`config.mk`:
```
export PLATFORM = sky130hd
export DESIGN_NAME = conv_kxk_window_gen
export DESIGN_NICKNAME = d
export VERILOG_FILES = /design/src/rtl/conv_kxk_window_gen.sv
export SDC_FILE = /design/constraint.sdc
export NUM_CORES = 2
export LEC_CHECK = 0
export CAP_MARGIN = 25
export CORE_ASPECT_RATIO = 2
export CORE_UTILIZATION = 60
export DETAILED_ROUTE_END_ITERATION = 10
export GPL_TIMING_DRIVEN = 1
export PLACE_DENSITY = 0.77
export SYNTH_ARGS = -nofsm -noshare
export SYNTH_HDL_FRONTEND = slang
export SYNTH_SLANG_ARGS = --single-unit
```
`constraint.sdc`:
```
create_clock -name clk -period 76.2 [get_ports clk]
set_input_delay 7.62 -clock clk [delete_from_list [all_inputs] [get_ports clk]]
set_output_delay 7.62 -clock clk [all_outputs]
set_load 0.005 [all_outputs]
```
`src/rtl/conv_kxk_window_gen.sv`:
```
// Dilated 3x3 window generator with "same" zero padding, optional stride-2 decimation and end-of-frame flush.
// Windows are registered: valid_out one cycle after the pixel that completes them; ready_in drops only while flushing.
module conv_kxk_window_gen #(
  parameter int DATA_WIDTH   = 16,
  parameter int IMAGE_WIDTH  = 64,
  parameter int IMAGE_HEIGHT = 64,
  parameter int RATE         = 1,
  parameter int CNT_WIDTH    = 16
) (
  input  logic                    clk,
  input  logic                    reset,
  input  logic                    valid_in,
  input  logic [DATA_WIDTH-1:0]   pxl_in,
  input  logic                    stride2,
  output logic                    ready_in,
  output logic [9*DATA_WIDTH-1:0] win_out,
  output logic                    valid_out,
  output logic                    frame_done
);

  localparam int N     = IMAGE_WIDTH * IMAGE_HEIGHT;
  localparam int PRE   = RATE * IMAGE_WIDTH + RATE;
  localparam int DEPTH = 2 * PRE + 1;

  typedef logic [CNT_WIDTH-1:0] cnt_t;
  typedef enum logic [1:0] {FILL, STREAM, FLUSH} state_t;

  localparam cnt_t PRE_C      = cnt_t'(PRE);
  localparam cnt_t FLUSH_LAST = cnt_t'(PRE - 1);
  localparam cnt_t LAST_IDX   = cnt_t'(N - 1);
  localparam cnt_t R_C        = cnt_t'(RATE);
  localparam cnt_t ROW_HI     = cnt_t'(IMAGE_HEIGHT - 1 - RATE);
  localparam cnt_t COL_HI     = cnt_t'(IMAGE_WIDTH - 1 - RATE);
  localparam cnt_t LAST_R     = cnt_t'(IMAGE_HEIGHT - 1);
  localparam cnt_t LAST_C     = cnt_t'(IMAGE_WIDTH - 1);
  localparam cnt_t LAST_R2    = cnt_t'(2 * ((IMAGE_HEIGHT - 1) / 2));
  localparam cnt_t LAST_C2    = cnt_t'(2 * ((IMAGE_WIDTH - 1) / 2));

  state_t                 state;
  cnt_t                   in_cnt;
  cnt_t                   cr;
  cnt_t                   cc;
  logic                   stride_q;
  logic                   acc;
  logic                   shift;
  logic                   emit;
  logic                   win_keep;
  logic                   win_last;
  logic [DATA_WIDTH-1:0]  shift_dat;
  logic [9*DATA_WIDTH-1:0] win_nxt;
  logic [DATA_WIDTH-1:0]  sr [DEPTH];

  assign ready_in  = (state != FLUSH);
  assign acc       = valid_in && ready_in;
  assign shift     = acc || (state == FLUSH);
  assign shift_dat = (state == FLUSH) ? '0 : pxl_in;
  assign emit      = (acc && (in_cnt >= PRE_C)) || (state == FLUSH);
  assign win_keep  = !stride_q || (!cr[0] && !cc[0]);
  assign win_last  = stride_q ? ((cr == LAST_R2) && (cc == LAST_C2))
                              : ((cr == LAST_R) && (cc == LAST_C));

  // sr[0] holds the newest pixel; the centre always sits at sr[PRE]
  always_ff @(posedge clk) begin
    if (shift) begin
      sr[0] <= shift_dat;
      for (int k = 1; k < DEPTH; k++) sr[k] <= sr[k-1];
    end
  end

  // Taps are taken from the post-shift view so the window registers on the accepting edge
  for (genvar t = 0; t < 9; t++) begin : g_tap
    localparam int DR  = t / 3 - 1;
    localparam int DC  = t % 3 - 1;
    localparam int IDX = PRE - DR * RATE * IMAGE_WIDTH - DC * RATE;
    logic [DATA_WIDTH-1:0] tap_raw;
    logic                  row_ok;
    logic                  col_ok;

    if (IDX == 0) begin : g_new
      assign tap_raw = shift_dat;
    end else begin : g_old
      assign tap_raw = sr[IDX-1];
    end

    if (DR < 0) begin : g_up
      assign row_ok = (cr >= R_C);
    end else if (DR > 0) begin : g_dn
      assign row_ok = (cr <= ROW_HI);
    end else begin : g_rmid
      assign row_ok = 1'b1;
    end

    if (DC < 0) begin : g_lf
      assign col_ok = (cc >= R_C);
    end else if (DC > 0) begin : g_rt
      assign col_ok = (cc <= COL_HI);
    end else begin : g_cmid
      assign col_ok = 1'b1;
    end

    assign win_nxt[t*DATA_WIDTH +: DATA_WIDTH] = (row_ok && col_ok) ? tap_raw : '0;
  end

  always_ff @(posedge clk or posedge reset) begin
    if (reset) begin
      state      <= FILL;
      in_cnt     <= '0;
      cr         <= '0;
      cc         <= '0;
      stride_q   <= 1'b0;
      win_out    <= '0;
      valid_out  <= 1'b0;
      frame_done <= 1'b0;
    end else begin
      valid_out  <= emit && win_keep;
      frame_done <= emit && win_keep && win_last;
      if (emit && win_keep) win_out <= win_nxt;

      if (acc && (state == FILL) && (in_cnt == '0)) stride_q <= stride2;

      if (emit) begin
        if (cc == LAST_C) begin
          cc <= '0;
          cr <= cr + cnt_t'(1);
        end else begin
          cc <= cc + cnt_t'(1);
        end
      end

      case (state)
        FILL: begin
          if (acc) begin
            in_cnt <= in_cnt + cnt_t'(1);
            if (in_cnt == PRE_C) state <= STREAM;
          end
        end
        STREAM: begin
          if (acc) begin
            if (in_cnt == LAST_IDX) begin
              state  <= FLUSH;
              in_cnt <= '0;
            end else begin
              in_cnt <= in_cnt + cnt_t'(1);
            end
          end
        end
        FLUSH: begin
          if (in_cnt == FLUSH_LAST) begin
            state  <= FILL;
            in_cnt <= '0;
            cr     <= '0;
            cc     <= '0;
          end else begin
            in_cnt <= in_cnt + cnt_t'(1);
          end
        end
        default: state <= FILL;
      endcase
    end
  end

endmodule

```
==> Yosys cells after proc, flatten, opt, wreduce, memory -nomap -nowiden <==
Memories as Yosys holds them, arrays and structs flattened.
Index checks and enable logic that the tools add are counted.
{ "word_totals": {"reg_bits": 197, "ramBits": 2096, "in_bits": 20, "out_inout_bits": 147, "wordCells": 87, "mem_count": 1} }
{ "op_classes": {"n_addsub": 3, "magnitude_cmp": 5, "eq_ne": 15, "n_mux": 31, "n_reduce_logical": 24} }
{ "memory_table": {"columns": ["memory", "depth", "width", "read_ports", "rd_clocked_by_memory_dff", "write_ports", "line_no", "rtl"], "rows": [
  ["sr", 131, 16, 130, 0, 131, "51", "logic [DATA_WIDTH-1:0] sr [DEPTH];"]
]} }
{ "op_table": {"columns": ["cell", "count"], "rows": [
  ["two-way mux 16 bit", 21],
  ["equality test 16 x 6 -> 1 bit, second input constant", 4],
  ["adder 16 x 1 -> 16 bit, second input constant", 3],
  ["one-hot mux 16 bit (3 select lines)", 1],
  ["equality test 16 x 7 -> 1 bit, second input constant", 2],
  ["greater-or-equal comparator 16 x 1 -> 1 bit, second input constant", 2],
  ["less-or-equal comparator 16 x 6 -> 1 bit, second input constant", 2],
  ["equality test 16 x 12 -> 1 bit, second input constant", 1],
  ["greater-or-equal comparator 16 x 7 -> 1 bit, second input constant", 1],
  ["logical NOT 16 bit", 1],
  ["logical AND 1 bit", 13],
  ["two-way mux 2 bit", 5],
  ["inequality test 2 bit, second input constant", 4],
  ["one-hot mux 2 bit (3 select lines)", 1],
  ["AND reduction 5 bit", 1],
  ["inequality test 2 x 1 -> 1 bit, second input constant", 2],
  ["logical NOT 1 bit", 3],
  ["logical OR 1 bit", 3],
  ["two-way mux 1 bit", 3],
  ["AND reduction 3 bit", 1],
  ["nonzero test 3 bit", 1],
  ["equality test 2 x 1 -> 1 bit, second input constant", 1],
  ["equality test 2 bit, second input constant", 1],
  ["logical NOT 2 bit", 1]
]} }

==> Depth between registers and ports, before layout <==
{ "logic_depth": {"ltp_word": 7, "ltp_mapped": 12} }

==> Worst setup path before layout <==
No wires, ideal clock.
{ "synth_path": {"kind": "input to register", "start": "in valid_in", "end": "reg cc[13]", "setup_time_ns": 0.078, "arrival_time_ns": 34.217, "setup_slack_ns": 41.905, "stages": 6, "path_cell_list": "nor2_1 inv_2 o21ai_0 buf_2 or4_1 a21oi_1"} }
{ "synth_via": {"elab_chain_cells": 6} }
{ "synth_rtl": {"columns": ["item", "line_no", "rtl"], "rows": [
  ["start, declared", "12", "input logic valid_in,"],
  ["logical AND 1 bit *", "54", "assign acc = valid_in && ready_in;"],
  ["logical AND 1 bit *", "57", "assign emit = (acc && (in_cnt >= PRE_C)) || (state == FLUSH);"],
  ["logical OR 1 bit *", "57", null],
  ["two-way mux 16 bit *", "121", "if (emit) begin"],
  ["two-way mux 16 bit", "148", "if (in_cnt == FLUSH_LAST) begin"],
  ["two-way mux 16 bit *", "130", "case (state)"],
  ["end signal, assigned", "126", "cc <= cc + cnt_t'(1);"],
  ["end, declared", "42", "cnt_t cc;"]
]} }
Every way passes the cells marked *; elsewhere a longest branch is shown, timed or not.
A chain may end at the register's enable or synchronous reset.

==> out/metrics.yaml <==
run_status:
  outcome: "completed"
yosys:
  ys_ff_latch: 2277
  ys_async_sr_fraction_pct: 8.65
  yosysTopAreaCellShare_pct: 87.3
  synth-edff-count: 2080
  syn_avg_cell_area_um2: 23.4
  yosysWarnings: 0
  synth-main-ff-cell: "edfxtp_1"
  synth.largest_area_cell: "edfxtp_1"
  syn_inst: 3050
  synth_cell_types: 49
  mappedNetlistArea_um2: 71500
  syn-num-nets: 3085
  yosysSeqAreaShare_pct: 94.2
  synth_area_leaders: "edfxtp_1, dfrtp_1, nand2_1"
critical_path:
  cp.required_ps: 76650
  crit_path_start_kind: "input pin"
  crit_fanout: 114
  critPathKind: "in -> reg"
  end_kind: "register"
  crit_arrival_ps: 12540
power_and_ir_drop:
  sw_frac_of_total_pct: 20.9
  seq_power_share_pct: 59.3
  power_leakage_nw: 28.0
  p_switching_mw: 0.523
  p_per_area_nw_per_um2: 30.8
  p_int_mw: 1.98
  peakVddDrop_v: 0.0000309
  p_comb_share_pct: 2.7
  clockPowerShare_pct: 38.0
global_routing:
  grt_pass1_wl_um: 180000
  antenna_found_initial: 0
  first_global_vias: 28826
  grt_max_degree: 215
  grt_util_all_layers_pct: 20.3
  grt-ovfl-total: 0
cells_and_area:
  final_common_cell: "edfxtp_1"
  stdcell_count: 5044
  syn_to_final_growth_pct: 13.3
  fill_cells: 6637
  utilization_pct: 68.8
  final_cell_mix: "edfxtp_1, nand2_1, dfrtp_1"
  layout-drive-gt1-share_pct: 9.28
  fin_nets: 3401
  postLayoutCellArea_um2: 81000
detailed_routing:
  finalWirelength_um: 123000
  wl_per_cell_um: 24.3
  vias: 28445
  firstDrtPassIters: 5
  drtIter0Drc: 2333
  ant_nets: 0
  routed_via_density: 5.64
  drc_errors: 0
clock_network:
  hold_buffers: 0
  cts_resized: 0
  clock-root-buffer: "clkbuf_16"
  cts-buffers-inserted: 173
  clock_path_buffers: 3
  clock_sinks: 2277
  clk_latency_ps: 800
  h-tree-depth: 4
  cts_tree: "built"
  clkTransAtPathRegs_ps: 80
  cts_setup_buffers: 0
die:
  die_w_um: 246
  core-area_um2: 118000
  start_util_pct: 60.7
  die_h_um: 490
  rows: 178
  die_area_um2: 121000
  ios: 167
sta:
  skew_ps: 26.6
  hold_viol: 0
  holdWs_ps: 399
  post-route-min-period_ps: 12100
  worstMarginPinSlew_ps: 1060
  setup_viol: 0
  tns_ps: 0
  slew_viol_final: 0
  fmax_ghz: 0.0827
  maxSlewHeadroom_pct: 27.3
  period_share_pct: 15.9
  grt_setup_unrepaired: "false"
placed_design:
  dp_hpwl_um: 52100
  io_buffers: 166
  dpl.cell_count: 4715
  placed_cell_area_um2: 75000
  place.gp.congestion: 0.825
min_path:
  hp-class: "reg -> reg"
flow_run:
  maxCapViolations: 0
==> metal layers <==
layer | share of wire [%] | vias to the layer above | track usage (%)
li1 | - | 12476 | -
met1 | 40 | 14670 | 26.7
met2 | 52 | 1050 | 34.5
met3 | 5.4 | 249 | 3.50
met4 | 3.1 | 0 | 6.98
met5 | 0 | - | 0
==> cell usage after synthesis, types with 10 or more instances <==
cell type / n
edfxtp_1: 2080
nand2_1: 215
dfrtp_1: 197
o21ai_0: 97
nand3_1: 84
o21ai_1: 55
clkbuf_1: 36
nor2_1: 30
a21oi_1: 22
inv_1: 19
nor2b_1: 17
or3_1: 16
ha_1: 15
nand4_1: 14
mux2_2: 13
nor4_1: 12
xor2_1: 12
buf_2: 11
and3_1: 10
==> power by group through the flow <==
stage	Clock [mW]	Combinational [mW]	Sequential (mW)
2_1_floorplan	0	0.0378	1.54
3_3_place_gp	0	0.0630	1.50
3_5_place_dp	0	0.0654	1.50
4_1_cts	0.969	0.0667	1.48
5_1_grt	1.01	0.0735	1.49
6_report	0.950	0.0673	1.48
==> stage by stage <==
| stage | worst slack (ps) | power (mW) |
|---|---|---|
| after global routing | 63930 | 2.57 |
| final | 64100 | 2.50 |
| after detailed placement | 63070 | 1.57 |
| after floorplan | 41910 | 1.58 |
| after CTS | 63880 | 2.52 |
| after global placement | 63280 | 1.56 |
==> state kept, by name, summed over array words and instances, names as in the netlist <==
name and cells:
sr 2080, win_out 144, cc 16, cr 16
in_cnt 16, state 2, frame_done 1, stride_q 1
valid_out 1
==> worst paths after layout <==
kind / startpoint / endpoint / slack (ps) / cells after the start
min reg2reg: sr[84][9]$_DFFE_PP_ / sr[85][9]$_DFFE_PP_ / 400 / 0
min: sr[84][9]$_DFFE_PP_ / sr[85][9]$_DFFE_PP_ / 400 / 0
max in group asynchronous: reset / win_out[138]$_DFFE_PP0P_ / 67830 / 3
max reg2reg: state[0]$_DFFE_PP0P_ / sr[12][6]$_DFFE_PP_ / 70410 / 10
max: valid_in / sr[12][6]$_DFFE_PP_ / 64100 / 8
min in group asynchronous: reset / win_out[10]$_DFFE_PP0P_ / 7220 / 2
==> worst max-delay path, cell delays in order <==
cell and delay (ps):
clkdlybuf4s50_1 560, nor2_1 150, inv_8 520, buf_4 900
buf_4 870, buf_4 890, buf_4 360, buf_16 350
==> cell type report <==
cell class | instances | area, um2 | share of cell area, %
antenna | 1 | 2.50 | 0.00309
clock inverter | 108 | 1200 | 1.48
sequential | 2277 | 67400 | 83.2
tap | 1530 | 1910 | 2.36
multi-input combinational | 689 | 3720 | 4.60
timing repair buffer | 205 | 2090 | 2.57
inverter | 20 | 90.1 | 0.111
clock buffer | 214 | 4620 | 5.70
==> cell families after synthesis <==
group	synth area share, %
muxes	0.310
xor gates and xnor gates	0.245
adders and majority gates	0.262
DFF	94.2
and+or+nand+nor	2.81
AOI/OAI and AO/OA	1.55
buffers and inverters	0.595
No activity file was read; power rests on OpenSTA's default activity.
